===== config.mk =====
export PLATFORM = sky130hd
export DESIGN_NAME = seg7_scan_driver
export DESIGN_NICKNAME = d
export VERILOG_FILES = /design/src/rtl/seg7_pkg.sv /design/src/rtl/seg7_digit_decoder.sv /design/src/rtl/seg7_scan_driver.sv
export SDC_FILE = /design/constraint.sdc
export NUM_CORES = 1
export LEC_CHECK = 0
export ABC_AREA = 1
export BUFFER_PORTS_ARGS = -buffer_cell sky130_fd_sc_hd__buf_2
export CORE_MARGIN = 2
export CORE_UTILIZATION = 50
export CTS_CLUSTER_DIAMETER = 200
export DETAILED_ROUTE_END_ITERATION = 12
export MAX_ROUTING_LAYER = met4
export PLACE_DENSITY = 0.81
export SKIP_CTS_REPAIR_TIMING = 1
export SYNTH_ARGS = -nofsm -noshare
export SYNTH_HDL_FRONTEND = slang
export SYNTH_SLANG_ARGS = --single-unit

===== constraint.sdc =====
create_clock -name clk -period 2.72 [get_ports clk]
set_clock_uncertainty 0.1 [all_clocks]
set_input_delay 0.136 -clock clk [delete_from_list [all_inputs] [get_ports clk]]
set_output_delay 0.136 -clock clk [all_outputs]
set_load 0.01 [all_outputs]

===== src/rtl/seg7_pkg.sv =====
`default_nettype none
// ============================================================================
//  Module   : seg7_pkg
//  Purpose  : Shared definitions for the seven-segment scan driver. Holds the
//             active-low segment codes {a,b,c,d,e,f,g} and the scan state
//             encoding.
//  Revision : 1.0 - initial release
// ============================================================================
package seg7_pkg;

    // Scan state encoding
    typedef enum logic [1:0] {
        ST_OFF   = 2'd0,
        ST_BLANK = 2'd1,
        ST_SHOW  = 2'd2
    } state_t;

    // Active-low segment codes, bit order {a,b,c,d,e,f,g}
    localparam logic [6:0] c_SEG_0     = 7'b0000001;
    localparam logic [6:0] c_SEG_1     = 7'b1001111;
    localparam logic [6:0] c_SEG_2     = 7'b0010010;
    localparam logic [6:0] c_SEG_3     = 7'b0000110;
    localparam logic [6:0] c_SEG_4     = 7'b1001100;
    localparam logic [6:0] c_SEG_5     = 7'b0100100;
    localparam logic [6:0] c_SEG_6     = 7'b0100000;
    localparam logic [6:0] c_SEG_7     = 7'b0001111;
    localparam logic [6:0] c_SEG_8     = 7'b0000000;
    localparam logic [6:0] c_SEG_9     = 7'b0000100;
    localparam logic [6:0] c_SEG_A     = 7'b0001000;
    localparam logic [6:0] c_SEG_B     = 7'b1100000;
    localparam logic [6:0] c_SEG_C     = 7'b0110001;
    localparam logic [6:0] c_SEG_D     = 7'b1000010;
    localparam logic [6:0] c_SEG_E     = 7'b0110000;
    localparam logic [6:0] c_SEG_F     = 7'b0111000;
    localparam logic [6:0] c_SEG_DASH  = 7'b1111110;
    localparam logic [6:0] c_SEG_BLANK = 7'b1111111;

endpackage : seg7_pkg
`default_nettype wire


===== src/rtl/seg7_digit_decoder.sv =====
`default_nettype none
// ============================================================================
//  Module   : seg7_digit_decoder
//  Purpose  : Combinational nibble to seven-segment decoder (active-low code).
//  Ports    : i_nibble   - digit value 0..15
//             i_hex_mode - 1: show 0-F, 0: BCD with 10-15 shown as a dash
//             o_code     - active-low segment code {a,b,c,d,e,f,g}
//  Revision : 1.0 - initial release
// ============================================================================
module seg7_digit_decoder
    import seg7_pkg::*;
(
    input  logic [3:0] i_nibble,
    input  logic       i_hex_mode,
    output logic [6:0] o_code
);

    always_comb begin
        o_code = c_SEG_DASH;
        case (i_nibble)
            4'h0:    o_code = c_SEG_0;
            4'h1:    o_code = c_SEG_1;
            4'h2:    o_code = c_SEG_2;
            4'h3:    o_code = c_SEG_3;
            4'h4:    o_code = c_SEG_4;
            4'h5:    o_code = c_SEG_5;
            4'h6:    o_code = c_SEG_6;
            4'h7:    o_code = c_SEG_7;
            4'h8:    o_code = c_SEG_8;
            4'h9:    o_code = c_SEG_9;
            4'hA:    o_code = i_hex_mode ? c_SEG_A : c_SEG_DASH;
            4'hB:    o_code = i_hex_mode ? c_SEG_B : c_SEG_DASH;
            4'hC:    o_code = i_hex_mode ? c_SEG_C : c_SEG_DASH;
            4'hD:    o_code = i_hex_mode ? c_SEG_D : c_SEG_DASH;
            4'hE:    o_code = i_hex_mode ? c_SEG_E : c_SEG_DASH;
            4'hF:    o_code = i_hex_mode ? c_SEG_F : c_SEG_DASH;
            default: o_code = c_SEG_DASH;
        endcase
    end

endmodule : seg7_digit_decoder
`default_nettype wire


===== src/rtl/seg7_scan_driver.sv =====
`default_nettype none
// ============================================================================
//  Module   : seg7_scan_driver
//  Purpose  : Time-multiplexed driver for an N-digit common-anode display.
//             Captures a nibble vector into a shadow register and lights one
//             digit per slot, each slot opening with an all-off dead time.
//  Ports    : clk, rst     - clock, asynchronous active-high reset
//             load         - capture digits_in / dp_in this edge
//             digits_in    - nibble k = digit k (digit 0 rightmost)
//             dp_in        - decimal point request per digit
//             hex_mode     - 1: 0-F, 0: BCD with dash for 10-15
//             lz_suppress  - 1: blank leading zero digits
//             enable       - 0: display dark, scan held at digit 0
//             seg, dp, an  - registered segment, decimal point, digit select
//  Revision : 1.0 - initial release
// ============================================================================
module seg7_scan_driver
    import seg7_pkg::*;
#(
    parameter int NUM_DIGITS     = 4,
    parameter int SCAN_DIV       = 100000,
    parameter int BLANK_CYCLES   = 4,
    parameter int SEG_ACTIVE_LOW = 1,
    parameter int AN_ACTIVE_LOW  = 1
) (
    input  logic                    clk,
    input  logic                    rst,
    input  logic                    load,
    input  logic [4*NUM_DIGITS-1:0] digits_in,
    input  logic [NUM_DIGITS-1:0]   dp_in,
    input  logic                    hex_mode,
    input  logic                    lz_suppress,
    input  logic                    enable,
    output logic [6:0]              seg,
    output logic                    dp,
    output logic [NUM_DIGITS-1:0]   an
);

    localparam int c_CNT_W = (SCAN_DIV > 1) ? $clog2(SCAN_DIV) : 1;
    localparam int c_IDX_W = (NUM_DIGITS > 1) ? $clog2(NUM_DIGITS) : 1;

    localparam logic [c_CNT_W-1:0]    c_CNT_LAST  = c_CNT_W'(SCAN_DIV - 1);
    localparam logic [c_CNT_W-1:0]    c_BLANK_END = c_CNT_W'(BLANK_CYCLES);
    localparam logic [c_IDX_W-1:0]    c_IDX_LAST  = c_IDX_W'(NUM_DIGITS - 1);
    localparam logic                  c_NO_BLANK  = (BLANK_CYCLES == 0);
    localparam logic [6:0]            c_SEG_OFF   = (SEG_ACTIVE_LOW != 0) ? c_SEG_BLANK : ~c_SEG_BLANK;
    localparam logic                  c_DP_OFF    = (SEG_ACTIVE_LOW != 0);
    localparam logic [NUM_DIGITS-1:0] c_AN_OFF    = (AN_ACTIVE_LOW != 0) ? '1 : '0;

    state_t                  r_state, w_state_nxt;
    logic [c_CNT_W-1:0]      r_cnt, w_cnt_nxt, w_cnt_inc;
    logic [c_IDX_W-1:0]      r_idx, w_idx_nxt, w_idx_inc;
    logic                    w_show_entry;
    logic                    w_hold;

    logic [4*NUM_DIGITS-1:0] r_digits, w_digits_eff;
    logic [NUM_DIGITS-1:0]   r_dps, w_dps_eff;
    logic [NUM_DIGITS-1:0]   w_sup;
    logic                    w_run_zero;
    logic [3:0]              w_nibble;
    logic [6:0]              w_code;
    logic [NUM_DIGITS-1:0]   w_an_sel;

    logic [6:0]              r_seg, w_seg_nxt;
    logic                    r_dp, w_dp_nxt;
    logic [NUM_DIGITS-1:0]   r_an, w_an_nxt;

    assign w_cnt_inc = r_cnt + c_CNT_W'(1);
    assign w_idx_inc = (r_idx == c_IDX_LAST) ? '0 : r_idx + c_IDX_W'(1);

    // A load on the same edge as a SHOW entry is forwarded so the entry
    // never shows stale data.
    assign w_digits_eff = load ? digits_in : r_digits;
    assign w_dps_eff    = load ? dp_in     : r_dps;

    // Shadow register
    always_ff @(posedge clk or posedge rst) begin
        if (rst) begin
            r_digits <= '0;
            r_dps    <= '0;
        end else if (load) begin
            r_digits <= digits_in;
            r_dps    <= dp_in;
        end
    end

    // Scan state, slot counter and digit index
    always_ff @(posedge clk or posedge rst) begin
        if (rst) begin
            r_state <= ST_OFF;
            r_cnt   <= '0;
            r_idx   <= '0;
        end else begin
            r_state <= w_state_nxt;
            r_cnt   <= w_cnt_nxt;
            r_idx   <= w_idx_nxt;
        end
    end

    // Next-state logic. w_show_entry flags the edge on which a digit is
    // latched; w_hold flags edges where the lit digit must be kept.
    always_comb begin
        w_state_nxt  = r_state;
        w_cnt_nxt    = r_cnt;
        w_idx_nxt    = r_idx;
        w_show_entry = 1'b0;
        w_hold       = 1'b0;
        if (!enable) begin
            w_state_nxt = ST_OFF;
            w_cnt_nxt   = '0;
            w_idx_nxt   = '0;
        end else begin
            case (r_state)
                ST_OFF: begin
                    w_cnt_nxt = '0;
                    w_idx_nxt = '0;
                    if (c_NO_BLANK) begin
                        w_state_nxt  = ST_SHOW;
                        w_show_entry = 1'b1;
                    end else begin
                        w_state_nxt = ST_BLANK;
                    end
                end
                ST_BLANK: begin
                    w_cnt_nxt = w_cnt_inc;
                    if (w_cnt_inc == c_BLANK_END) begin
                        w_state_nxt  = ST_SHOW;
                        w_show_entry = 1'b1;
                    end
                end
                ST_SHOW: begin
                    if (r_cnt == c_CNT_LAST) begin
                        w_cnt_nxt = '0;
                        w_idx_nxt = w_idx_inc;
                        if (c_NO_BLANK) begin
                            w_show_entry = 1'b1;
                        end else begin
                            w_state_nxt = ST_BLANK;
                        end
                    end else begin
                        w_cnt_nxt = w_cnt_inc;
                        w_hold    = 1'b1;
                    end
                end
                default: begin
                    w_state_nxt = ST_OFF;
                    w_cnt_nxt   = '0;
                    w_idx_nxt   = '0;
                end
            endcase
        end
    end

    // Digit k is a leading zero when it and every higher nibble are zero.
    always_comb begin
        w_sup      = '0;
        w_run_zero = 1'b1;
        for (int k = NUM_DIGITS - 1; k >= 1; k--) begin
            w_run_zero = w_run_zero && (w_digits_eff[4*k +: 4] == 4'd0);
            w_sup[k]   = lz_suppress && w_run_zero;
        end
    end

    assign w_nibble = w_digits_eff[{w_idx_nxt, 2'b00} +: 4];
    assign w_an_sel = NUM_DIGITS'(1) << w_idx_nxt;

    seg7_digit_decoder u_decoder (
        .i_nibble   (w_nibble),
        .i_hex_mode (hex_mode),
        .o_code     (w_code)
    );

    // Output values for the next edge
    always_comb begin
        w_seg_nxt = c_SEG_OFF;
        w_dp_nxt  = c_DP_OFF;
        w_an_nxt  = c_AN_OFF;
        if (w_show_entry) begin
            if (!w_sup[w_idx_nxt]) begin
                w_seg_nxt = (SEG_ACTIVE_LOW != 0) ? w_code : ~w_code;
                w_dp_nxt  = w_dps_eff[w_idx_nxt] ? ~c_DP_OFF : c_DP_OFF;
                w_an_nxt  = (AN_ACTIVE_LOW != 0) ? ~w_an_sel : w_an_sel;
            end
        end else if (w_hold) begin
            w_seg_nxt = r_seg;
            w_dp_nxt  = r_dp;
            w_an_nxt  = r_an;
        end
    end

    always_ff @(posedge clk or posedge rst) begin
        if (rst) begin
            r_seg <= c_SEG_OFF;
            r_dp  <= c_DP_OFF;
            r_an  <= c_AN_OFF;
        end else begin
            r_seg <= w_seg_nxt;
            r_dp  <= w_dp_nxt;
            r_an  <= w_an_nxt;
        end
    end

    assign seg = r_seg;
    assign dp  = r_dp;
    assign an  = r_an;

endmodule : seg7_scan_driver
`default_nettype wire

# Word level (Yosys, flattened, before mapping)
# Index checks and enable logic that the tools add are counted.
# Widths: inputs -> output; s select.
# op_classes
n_addsub,2
multipliers,0
div_mod_pow,0
n_lt_le_gt_ge,1
n_eq_ne,23
shift,2
n_mux,40
bitwise,1
n_reduce_logical,11
# ops
operator,count
$pmux 7 s16,1
$mux 7,7
$mux 17,2
$pmux 17 s2,1
$eq 4x4->1 const B,8
$add 17x1->17 const B,1
$eq 17x17->1 const B,1
$eq 17x3->1 const B,1
$eq 4x3->1 const B,4
$logic_not 4->1,4
$mux 16,1
$mux 4,4
$shiftx 16x5->4,1
$mux 1,12
$mux 2,6
$eq 4x2->1 const B,2
$mux 6,1
$ne 3x3->1 const B,2
$pmux 2 s3,1
$logic_and 1x1->1,5
$mux 5,1
$bmux 1 s2,2
$eq 2x2->1 const B,2
$eq 4x1->1 const B,1
other kinds (9),9
# totals
register_bits,53
latchBits,0
ram_bits,0
romBits,0
in_bits,26
output_inout_bits,12
wordCells,88
n_memories,0

# Longest topological paths before layout
# depth
word_depth,10
depth_mapped,22
depth_no_buf,21

# Cells and area by module
# Synthesis repeated with hierarchy kept, for this count alone.
# unflattened
cells_unflattened,519
area_unflattened_um2,3463.3
# by_module_without_submodules
mod,n_inst,cells_each,area_each_um2
seg7_scan_driver,1,466,3231.8
seg7_digit_decoder,1,53,231.5

# Worst setup path after synthesis
# OpenSTA, ideal clock, no wires.
# synth_path
path_type,register to register
startpoint,reg r_state[0]
endpoint,"reg r_seg[5], in the netlist seg[5]"
setup_time_ns,0.076
arrival_time_ns,2.170
required_ns,2.544
path_slack_ns,0.374
path_stages_with_launch,19
n_path_buf,1
period_less_slack_ns,2.346
cell_sequence,dfrtp_1 -> inv_1 -> ha_1 -> inv_1 -> nor2_1 -> nor2_1 -> a21oi_1 -> inv_1 -> nand2_2 -> nand2_2 -> buf_6 -> nand3_1 -> nand2_1 -> nor2_4 -> nand2_2 -> o21ai_2 -> nand3_1 -> o21ai_1 -> inv_1
# synth_via
elab_chain_cells,8
# synth_rtl
item,line_no,rtl
"start, declared",seg7_scan_driver.sv:50,"state_t r_state, w_state_nxt;"
"start signal, assigned",seg7_scan_driver.sv:94,r_state <= w_state_nxt;
$eq 2x2->1 or $eq 2x1->1 (tied branches),seg7_scan_driver.sv:113,case (r_state)
$pmux 2 s2,seg7_scan_driver.sv:113,
$mux 2,seg7_scan_driver.sv:108,if (!enable) begin
$shiftx 16x5->4,seg7_scan_driver.sv:164,"assign w_nibble = w_digits_eff[{w_idx_nxt, 2'b00} +: 4];"
"$eq 4x4->1, or another cell as far along",seg7_digit_decoder.sv:20,case (i_nibble)
$pmux 7 s16,seg7_digit_decoder.sv:20,
$mux 7,seg7_scan_driver.sv:179,if (!w_sup[w_idx_nxt]) begin
$mux 7,seg7_scan_driver.sv:178,if (w_show_entry) begin
"end signal, assigned",seg7_scan_driver.sv:193,r_seg <= c_SEG_OFF;
"end signal, assigned",seg7_scan_driver.sv:197,r_seg <= w_seg_nxt;
"end, declared",seg7_scan_driver.sv:64,"logic [6:0] r_seg, w_seg_nxt;"
# Several ways; a longest one is shown, not always the timed one. The select of a mux whose other input is x is not followed.
# A chain may end at the register's enable or synchronous reset.

# Final worst setup path
# layout_path
startpoint,reg r_cnt[0]
endpoint,"reg r_seg[5], in the netlist seg[5]"
# layout_via
elab_chain_cells,9
# layout_rtl
item,line_no,rtl
"start, declared",seg7_scan_driver.sv:51,"logic [c_CNT_W-1:0] r_cnt, w_cnt_nxt, w_cnt_inc;"
"start signal, assigned",seg7_scan_driver.sv:95,r_cnt <= w_cnt_nxt;
$eq 17x17->1,seg7_scan_driver.sv:132,if (r_cnt == c_CNT_LAST) begin
$mux 2,seg7_scan_driver.sv:132,
$pmux 2 s2,seg7_scan_driver.sv:113,
$mux 2,seg7_scan_driver.sv:108,
$shiftx 16x5->4,seg7_scan_driver.sv:164,
"$eq 4x4->1, or another cell as far along",seg7_digit_decoder.sv:20,
$pmux 7 s16,seg7_digit_decoder.sv:20,
$mux 7,seg7_scan_driver.sv:179,
$mux 7,seg7_scan_driver.sv:178,
# Several ways; a longest one is shown, not always the timed one. The select of a mux whose other input is x is not followed.

==> flow_metrics.tcl <==
set metrics [dict create \
    status "complete, but fails checks" \
    violations "negative hold slack" \
    grt_pass1_wl_um 13000 \
    viasPerCell 5.22 \
    cts_sinks 53 \
    crit_fanout 4 \
    cp.arrival_ns 2.72 \
    ios 38 \
    setup_viol 0 \
    synth_seq_cells 53 \
    synthTopCellsByCount "nand2_1, nor2_1, inv_1" \
    io_buffers 37 \
    syn_area_sq_mm 0.00326 \
    die_x_um 84.7 \
    synth_cell_types 41 \
    synth.area.top_cells "dfrtp_1, nand2_1, dfstp_2, nor2_1, inv_1" \
    r2r_start "r_cnt[0]" \
    antenna_left 0 \
    fin_util 0.627 \
    ir_drop_mv 0.308 \
    initial_utilization 0.516 \
    tritoncts "yes" \
    syn_to_final_growth_pct 21.4 \
    crit_path_end_kind "register" \
    track_usage 0.227 \
    drive_gt1_frac 0.298 \
    synth_top_area_share 0.315 \
    grt_max_degree 34 \
    gr-total-overflow 0 \
    stdcell_count 580 \
    finalInstanceArea_sq_mm 0.00396 \
    r2r_slack_ns 0.15 \
    finalHoldViolCount 2 \
    grt_pass1_vias 3020 \
    period_needed_ns 2.57 \
    slew_violations 0 \
    cts_buffers 5 \
    antenna_found_initial 0 \
    clk_latency_ns 0.31 \
    async_flop_share 1.00 \
    hp-class "primary input to register" \
    dieArea_sq_mm 0.00718 \
    slew_headroom 0.668 \
    worstSetupPathType "register to register" \
    fin_hold_ws_ns -0.0261 \
    syn_inst 442 \
    firstDrtPassIters 4 \
    whs_endpoint "r_digits[0]" \
    synth_edf_count 0 \
    fp-row-count 29 \
    yosysMostFrequentCell "nand2_1" \
    routedWlPerCell_um 13.2 \
    synthFlopType "dfrtp_1" \
    critPathLaunchType "register" \
    cap_violations 0 \
    p_per_area_mw_per_mm2 492 \
    r2r_cells 15 \
    worst_ep_required_time_ns 2.86 \
    avgSynthCellArea_sq_um 7.37 \
    core_sq_mm 0.00631 \
    placedCellCount 561 \
    cts-root-buf "clkbuf_8" \
    power.total_mw 1.95 \
    p_leak_nw 1.98 \
    layout.nets 534 \
    diodes 0 \
    drt_iter0_drc 169 \
    drt_wl_total_um 7680 \
    htreeDepth 2 \
    drc 0 \
    place_congestion 0.987 \
    dp_hpwl_um 5590 \
    vias 3030 \
    clockBufferDepth 2 \
    timing.final.crit_share 0.946 \
    die_h_um 84.7 \
    reg2reg_to "seg[5]" \
    seq_area_frac_synth 0.412 \
    yosys.area.top_type "dfrtp_1" \
    yosys_warnings 0 \
    hold_start "digits_in[0]" \
    worstMarginPinSlew_ns 0.498 \
    min_path_cells 3 \
    syn-num-nets 474 \
    clk_pin_slew_ns 0.10 \
    placed_cell_area_sq_mm 0.00359 \
    max_freq_mhz 388 \
]
-- metrics by stage --
| step | setup WS [ns] | setup TNS, ns | hold WS, ns |
|---|---|---|---|
| after CTS | -0.0757 | -0.397 | -0.286 |
| after detailed placement | -0.0387 | -0.109 | 0.0556 |
| after global placement | 0.108 | 0 | 0.0527 |
| final | 0.146 | 0 | -0.0261 |
| after floorplan | 0.374 | 0 | 0.168 |
| after global routing | -0.0582 | -0.221 | 0.00221 |
-- layer usage --
| layer | GRT usage | part of all wire |
|---|---|---|
| met1 | 0.257 | 0.41 |
| met4 | 0.0952 | 0.034 |
| met3 | 0.0344 | 0.032 |
| met5 | - | 0 |
| met2 | 0.399 | 0.52 |
-- state kept, by name (all words and copies together), names as in the netlist --
register and flops:
an 4, dp 1, r_cnt 17, r_digits 16
r_dps 4, r_idx 2, r_state 2, seg 7
-- worst max-delay path: stages, from the launching register on --
cell and delay, ns:
dfrtp_1 0.41, ha_4 0.17, nand3_4 0.10, nor2_4 0.11, nand2_2 0.07, inv_2 0.07, nand4_1 0.16, nor2_1 0.15
nand3_1 0.14, xor2_2 0.27, buf_4 0.16, nand2_1 0.06, nor2_2 0.19, nand3_2 0.16, o21ai_1 0.16, inv_1 0.05
-- worst max-delay path by stage --
stage                     endpoint       start  cells after the start  slack, ns
after floorplan             seg[5]  r_state[0]                     18       0.37
after global placement       an[1]    r_cnt[0]                     16       0.11
after detailed placement     an[1]    r_cnt[0]                     16      -0.04
after CTS                   seg[6]    r_cnt[0]                     16      -0.08
after global routing        seg[5]    r_cnt[0]                     15      -0.06
final                       seg[5]    r_cnt[0]                     15       0.15
-- cell families after synthesis --
family	after synthesis	share of synthesized area
flops	53	0.412
fa+ha+maj	6	0.0230
buf+inv	64	0.0787
simple gates	269	0.381
mux	1	0.00307
xor+xnor	11	0.0296
compound gates	38	0.0729
-- where the power goes --
group	internal [mW]	total (mW)	switching, mW
registers	0.831	0.858	0.0275
logic	0.165	0.468	0.303
clock network	0.366	0.622	0.256
total	1.36	1.95	0.587
-- placed cells by master (no fill, tap or decap), types with 10 or more instances in the layout --
master	instances
or2_2	11
dfrtp_1	40
inv_1	48
nand2_1	114
buf_2	37
nor2_1	54
nand2_2	15
a21oi_1	10
dfstp_2	12
nand3_1	34
buf_4	19
-- cell type report --
cell class              instances  area (sq um)
clock buffers                   5          68.8
flip-flops and latches         53          1340
clock inverters                 3          65.1
multi-input cells             325          1780
fillers                       558          2360
inverters                      56           210
well taps                      77          96.3
repair buffers                 61           389
(Power assumes the default switching activity.)
